<file path="src/rtl/uart_cmd_scheduler.sv">
// UART command scheduler: pops RX bytes, drives counter controls,
// queues ASCII acknowledge/status replies into the TX FIFO.
//
// Ports:
//   clk, rst        clock, async active-low reset
//   rx_empty/rdata  RX FIFO status and FWFT head byte
//   rx_pop          one-cycle RX pop strobe
//   tx_full         TX FIFO full flag
//   tx_push/wdata   TX push strobe and byte
//   enable_cmd      counter run level
//   clear_cmd       one-cycle counter clear pulse
//   mode_cmd        count direction (1 = down)
//   busy            FSM not in IDLE
module uart_cmd_scheduler #(
  parameter bit ECHO_EN = 1'b1
) (
  input  logic       clk,
  input  logic       rst,
  input  logic       rx_empty,
  input  logic [7:0] rx_rdata,
  output logic       rx_pop,
  input  logic       tx_full,
  output logic       tx_push,
  output logic [7:0] tx_wdata,
  output logic       enable_cmd,
  output logic       clear_cmd,
  output logic       mode_cmd,
  output logic       busy
);

  typedef enum logic [1:0] {
    IDLE,
    DECODE,
    RESP
  } state_t;

  localparam logic [2:0] ECHO_LEN =
    ECHO_EN ? 3'd3 : 3'd0;

  state_t     r_state;
  logic [7:0] r_byte;
  logic [7:0] r_reply [4];
  logic [2:0] r_len;
  logic [1:0] r_idx;
  logic       r_apply;
  logic       r_tgl_en;
  logic       r_tgl_md;
  logic       r_clr;

  logic       w_is_r;
  logic       w_is_c;
  logic       w_is_m;
  logic       w_is_s;
  logic       w_is_eol;
  logic [2:0] w_len;
  logic [7:0] w_rep [4];
  logic       w_tgl_en;
  logic       w_tgl_md;
  logic       w_clr;
  logic       w_last;

  assign w_is_r   = (r_byte == 8'h72) ||
                    (r_byte == 8'h52);
  assign w_is_c   = (r_byte == 8'h63) ||
                    (r_byte == 8'h43);
  assign w_is_m   = (r_byte == 8'h6D) ||
                    (r_byte == 8'h4D);
  assign w_is_s   = (r_byte == 8'h73) ||
                    (r_byte == 8'h53);
  assign w_is_eol = (r_byte == 8'h0D) ||
                    (r_byte == 8'h0A);

  assign w_last = ({1'b0, r_idx} ==
                   (r_len - 3'd1));

  always_comb begin
    w_len    = 3'd0;
    w_rep[0] = r_byte;
    w_rep[1] = 8'h0D;
    w_rep[2] = 8'h0A;
    w_rep[3] = 8'h00;
    w_tgl_en = 1'b0;
    w_tgl_md = 1'b0;
    w_clr    = 1'b0;
    unique case (1'b1)
      w_is_r: begin
        w_tgl_en = 1'b1;
        w_len    = ECHO_LEN;
      end
      w_is_c: begin
        w_clr = 1'b1;
        w_len = ECHO_LEN;
      end
      w_is_m: begin
        w_tgl_md = 1'b1;
        w_len    = ECHO_LEN;
      end
      w_is_s: begin
        // status reflects controls as seen now
        w_rep[0] = enable_cmd ? 8'h52 : 8'h53;
        w_rep[1] = mode_cmd ? 8'h44 : 8'h55;
        w_rep[2] = 8'h0D;
        w_rep[3] = 8'h0A;
        w_len    = 3'd4;
      end
      w_is_eol: begin
        w_len = 3'd0;
      end
      default: begin
        w_rep[0] = 8'h3F;
        w_len    = ECHO_LEN;
      end
    endcase
  end

  always_ff @(posedge clk or negedge rst) begin
    if (!rst) begin
      r_state    <= IDLE;
      rx_pop     <= 1'b0;
      tx_push    <= 1'b0;
      tx_wdata   <= 8'h00;
      enable_cmd <= 1'b0;
      clear_cmd  <= 1'b0;
      mode_cmd   <= 1'b0;
      busy       <= 1'b0;
      r_byte     <= 8'h00;
      r_len      <= 3'd0;
      r_idx      <= 2'd0;
      r_apply    <= 1'b0;
      r_tgl_en   <= 1'b0;
      r_tgl_md   <= 1'b0;
      r_clr      <= 1'b0;
      for (int i = 0; i < 4; i++)
        r_reply[i] <= 8'h00;
    end else begin
      rx_pop    <= 1'b0;
      tx_push   <= 1'b0;
      clear_cmd <= 1'b0;
      // decoded control effects land one
      // cycle after DECODE
      if (r_apply) begin
        enable_cmd <= enable_cmd ^ r_tgl_en;
        mode_cmd   <= mode_cmd ^ r_tgl_md;
        clear_cmd  <= r_clr;
        r_apply    <= 1'b0;
      end
      unique case (r_state)
        IDLE: begin
          // r_apply holds off the next pop so
          // silent bytes pace at one per 3 cycles
          if (!rx_empty && !r_apply) begin
            r_byte  <= rx_rdata;
            rx_pop  <= 1'b1;
            r_state <= DECODE;
            busy    <= 1'b1;
          end
        end
        DECODE: begin
          r_apply  <= 1'b1;
          r_tgl_en <= w_tgl_en;
          r_tgl_md <= w_tgl_md;
          r_clr    <= w_clr;
          r_reply  <= w_rep;
          r_len    <= w_len;
          r_idx    <= 2'd0;
          if (w_len != 3'd0) begin
            r_state <= RESP;
            busy    <= 1'b1;
          end else begin
            r_state <= IDLE;
            busy    <= 1'b0;
          end
        end
        RESP: begin
          if (!tx_full) begin
            tx_push  <= 1'b1;
            tx_wdata <= r_reply[r_idx];
            r_idx    <= r_idx + 2'd1;
            if (w_last) begin
              r_state <= IDLE;
              busy    <= 1'b0;
            end
          end
        end
        default: begin
          r_state <= IDLE;
          busy    <= 1'b0;
        end
      endcase
    end
  end

endmodule

</file>
<file path="config.mk">
export PLATFORM = sky130hd
export DESIGN_NAME = uart_cmd_scheduler
export DESIGN_NICKNAME = d
export VERILOG_FILES = /design/src/rtl/uart_cmd_scheduler.sv
export SDC_FILE = /design/constraint.sdc
export NUM_CORES = 1
export LEC_CHECK = 0
export CORE_UTILIZATION = 40
export DETAILED_ROUTE_END_ITERATION = 10
export SLEW_MARGIN = 20
export SYNTH_ARGS = -nofsm -noshare
export SYNTH_HDL_FRONTEND = slang
export SYNTH_SLANG_ARGS = --single-unit
</file>
<file path="constraint.sdc">
create_clock -name clk -period 3.5 [get_ports clk]
set_clock_uncertainty 0.05 [all_clocks]
set_input_delay 0.875 -clock clk [delete_from_list [all_inputs] [get_ports clk]]
set_output_delay 0.875 -clock clk [all_outputs]
set_load 0.02 [all_outputs]
</file>
## After elaboration in Yosys (flattened, before gate mapping)

Index checks and enable logic that the tools add are counted.

- Magnitude comparators: 1
- $add $sub $neg: 2
- Bitwise logic cells: 4
- Multiplexer cells: 29
- Reductions and logical operators: 16
- Eq/ne operators: 16

Operators by type and width:

| operator | count |
|---|---|
| == test 8 x 7 -> 1 bit, second input constant | 8 |
| 2-to-1 mux 23 bit | 1 |
| binary-select mux 8 bit (select 2 bit) | 1 |
| == test 8 x 4 -> 1 bit, second input constant | 2 |
| 2-to-1 mux 8 bit | 2 |
| case mux 8 bit (2 select lines) | 1 |
| 2-to-1 mux 1 bit | 14 |
| 2-to-1 mux 2 bit | 5 |
| inequality test 2 bit, second input constant | 3 |
| case mux 2 bit (3 select lines) | 1 |
| case mux 3 bit (2 select lines) | 1 |
| AND reduction 2 bit | 3 |
| logical OR 1 bit | 5 |
| 2-to-1 mux 5 bit | 1 |
| case mux 2 bit (2 select lines) | 1 |
| OR reduction 4 bit | 1 |
| == test 2 x 3 -> 1 bit | 1 |
| >= comparator 3 bit, second input constant | 1 |
| inverter 2 -> 3 bit | 1 |
| case mux 1 bit (3 select lines) | 1 |
| AND reduction 3 bit | 1 |
| nonzero test 3 bit | 1 |
| subtractor 3 x 1 -> 3 bit, second input constant | 1 |
| adder 2 x 1 -> 2 bit, second input constant | 1 |
| 8 further kinds | 10 |

- Register bits: 65
- Bits of input ports: 12
- Logic and storage cells: 87

## Depth between registers and ports, before layout

- Depth after elaboration: 6
- Gate-level depth with buffers: 5
- Depth with buffers taken out: 4

## Worst setup path after synthesis

No wires, ideal clock.

- Kind: input -> register
- From: input tx_full
- To: register tx_wdata[0]
- Slack: 1.702 ns
- Data required time: 3.331 ns
- Buffers on the path: 1
- Setup time: 0.119 ns
- Stages on the path: 5
- Arrival time: 1.629 ns
- Cell sequence: or3b_1 > clkbuf_2 > clkinv_2 > o211ai_1 > o21a_1

- Cells in the longest elaborated chain, start to end: 2

RTL lines:

| element | line | RTL |
|---|---|---|
| start: declaration | 22 | `input logic tx_full,` |
| inverter 1 bit (no line) | - |  |
| AND reduction 2 bit (no line) | - |  |
| end signal: assignment | 177 | `tx_wdata <= r_reply[r_idx];` |
| end: declaration | 24 | `output logic [7:0] tx_wdata,` |

Every way passes these cells.
A chain may end at the register's enable or synchronous reset.

## Final worst setup path

- From: register mode_cmd
- To: output mode_cmd

RTL lines:

| element | line | RTL |
|---|---|---|
| start: declaration | 27 | `output logic mode_cmd,` |
| start signal: assignment | 143 | `mode_cmd <= mode_cmd ^ r_tgl_md;` |

No word-level cell between the ends.

==> run summary <==
Post-synth top area cell: dfrtp_1
Async S/R FF share, synth: 100%
Unrepaired setup endpoints after global routing: false
Synth-to-Final Area Change: 18.6%
Synth Register Bits: 45
CP endpoint kind: output pin
Relative slew slack: 51.0%
Initial Util: 41.4%
EDFF count, synth: 0
DR iter-0 viols: 96
Crit path cell chain: clkdlybuf4s50_1
Hold Crit Class: flip-flop to flip-flop
Worst-Skew Late Latency: 300 ps
Post-synth top flop: dfrtp_1
Final layout net count: 215
Synth top area share: 57.7%
IO buf count: 25
Clock root cell: clkbuf_8
Die span in x: 71.9 um
Status: finished clean
Vias in the first global route: 1359
DP Worst Slack: 1000 ps
Worst path arrival time: 1360 ps
VDD IR max: 0.301 mV
Power Total: 1.79 mW
Post-Syn Area: 1950 um2
Vias: 1392
CP Depth: 1
Antenna Nets Post-Route: 0
PwrDens: 771 nW/um2
Critical-path top delay cell: clkdlybuf4s50_1
Post-CTS resize count: 0
Fin crit share: 65.4%
Dpl cells: 263
Postcts setup bufs: 0
Inserted Diodes: 0
First-pass GRT wire length: 6600 um
Syn_nets: 190
TritonCTS clock tree: built
Final min period: 2290 ps
CTS buffer count: 5
Gp weighted congestion: 0.798
Initial antenna violation count: 0
Post-Route Setup TNS: 0 ps
Clk buf depth: 2
Slew Limit Fails: 0
Core area: 4720 um2
Kind of critical path: flip-flop to output pin
All-Layer GR Usage: 16.4%
Routed length on met2: 1890 um
Final Hold Viols: 0
Dpl hpwl: 2580 um
Sequential standard cell area: 1130 um2
Clock transition at path regs: 80 ps
# H-tree levels: 2
Largest net degree at the start of global routing: 46
Delay-heaviest family, CP: buffers and inverters
Leak Pwr: 0.985 nW
Fin util: 49.1%
R2R cell count: 4
Syn Area/Cell: 11.0 um2
Sequential area share after synthesis: 57.7%
Metal-1 WL: 1640 um
Fill cells: 446
Crit path max fanout: 4
DRC: 0
CP Buf/Inv Count: 1
Syn. warnings: 0
Site row count: 25
Setup ws final: 1210 ps
Startpoint Class: flip-flop
Fin cells: 269
Post-Synthesis Cells: 178
Met3 Routed Length: 150 um
Max Cap Violations: 0
DR pass1 iterations: 4
Top post-synthesis cells by area: dfrtp_1, nand2_1, mux2_2
CP required: 2570 ps
Post-route cell area: 2320 um2
Top layer in use: met4
Unique cell type count in the Yosys netlist: 42
Drt wl/cell: 13.9 um
Slew at the pin with the worst max-slew slack: 735 ps
# IOs: 26
DP Area: 2240 um2
Hold Path Cell Cnt: 2
CP max stage delay: 640 ps
CTS Sinks: 45
Post-CTS Hold Fix Bufs: 0
Total Wirelength: 3730 um
Max frequency: 437 MHz
Area of the multi-input gates: 773 um2
Total die area: 5170 um2
Fraction of layout cells with a size suffix above 1: 11.9%
Die Span Y: 71.9 um
Vias per cell: 5.17
Setup violators final: 0
Worst hold slack: 425 ps
Global route overflow: 0
[per-layer routing]
layer	vias to the layer above	global-route usage [%]
li1	669	-
met3	4	3.80
met1	689	21.0
met4	0	5.23
met5	-	0
met2	30	27.5
[registers in the layout, indices dropped and copies added, names as in the netlist]
signal,cells
tx_wdata,8
r_tgl_en,1
rx_pop,1
r_len,2
r_byte,8
r_clr,1
clear_cmd,1
r_tgl_md,1
r_idx,2
r_reply,13
r_apply,1
enable_cmd,1
tx_push,1
busy,1
mode_cmd,1
r_state,2
[path summary, 6_finish.rpt]
path                                         start                       to  slack (ps)
max in group asynchronous                      rst         busy$_DFFE_PN0P_        2490
setup reg to reg            r_state[0]$_DFFE_PN0P_  r_reply[24]$_DFFE_PN0P_        1510
hold reg to reg            tx_wdata[3]$_DFFE_PN0P_  tx_wdata[3]$_DFFE_PN0P_         420
setup / recovery              mode_cmd$_DFFE_PN0P_                 mode_cmd        1210
hold / removal             tx_wdata[3]$_DFFE_PN0P_  tx_wdata[3]$_DFFE_PN0P_         420
min in group asynchronous                      rst     r_idx[0]$_DFFE_PN0P_         510
[final cells by class]
cell class | instances | area share [%]
inverters | 3 | 0.540
repair buffers | 25 | 10.7
well taps | 67 | 3.62
clock buffers | 5 | 2.97
multi-input cells | 123 | 33.4
clock inverters | 1 | 0.216
flip-flops and latches | 45 | 48.6
[synthesized netlist by cell type (2+ instances only)]
library cell   n
nor2_1        15
o21ai_1        6
and3b_1        3
mux2i_1        4
dfrtp_1       45
o21a_1         2
nand2_1       30
nand3_1        6
xnor2_1        2
a21oi_1       10
mux2_2         8
nand2b_1       3
o31ai_1        3
o21ai_0        4
nor2b_1        2
and2_1         2
buf_2          5
o211ai_1       3
nor3b_1        2
[kinds of logic after synthesis]
kind of cell | after synthesis | synth area share [%]
AND/OR/NAND/NOR | 74 | 20.1
multiplexers | 13 | 7.82
AO/OA/AOI/OAI | 34 | 10.8
buffers and inverters | 10 | 2.75
XOR/XNOR | 2 | 0.897
flip-flops | 45 | 57.7
[report_power, final]
group          total [mW]  switching (mW)  internal, mW
sequential          0.877           0.191         0.686
clock               0.297           0.165         0.132
combinational       0.613           0.299         0.314
total                1.79           0.655          1.13
[placed cells by master, fill, tap and decap left out, types with 2 or more instances in the layout]
cell type	n
dfrtp_1	45
nand2_1	30
clkdlybuf4s50_1	24
nor2_1	15
a21oi_1	10
mux2_2	8
nand3_1	6
o21ai_1	6
clkbuf_8	5
o21ai_0	4
mux2i_1	4
o31ai_1	3
and3b_1	3
nand2b_1	3
o211ai_1	3
clkinv_2	2
and2_1	2
nor2b_1	2
nor3b_1	2
o21a_1	2
xnor2_1	2
No activity file was read; power rests on OpenSTA's default activity.
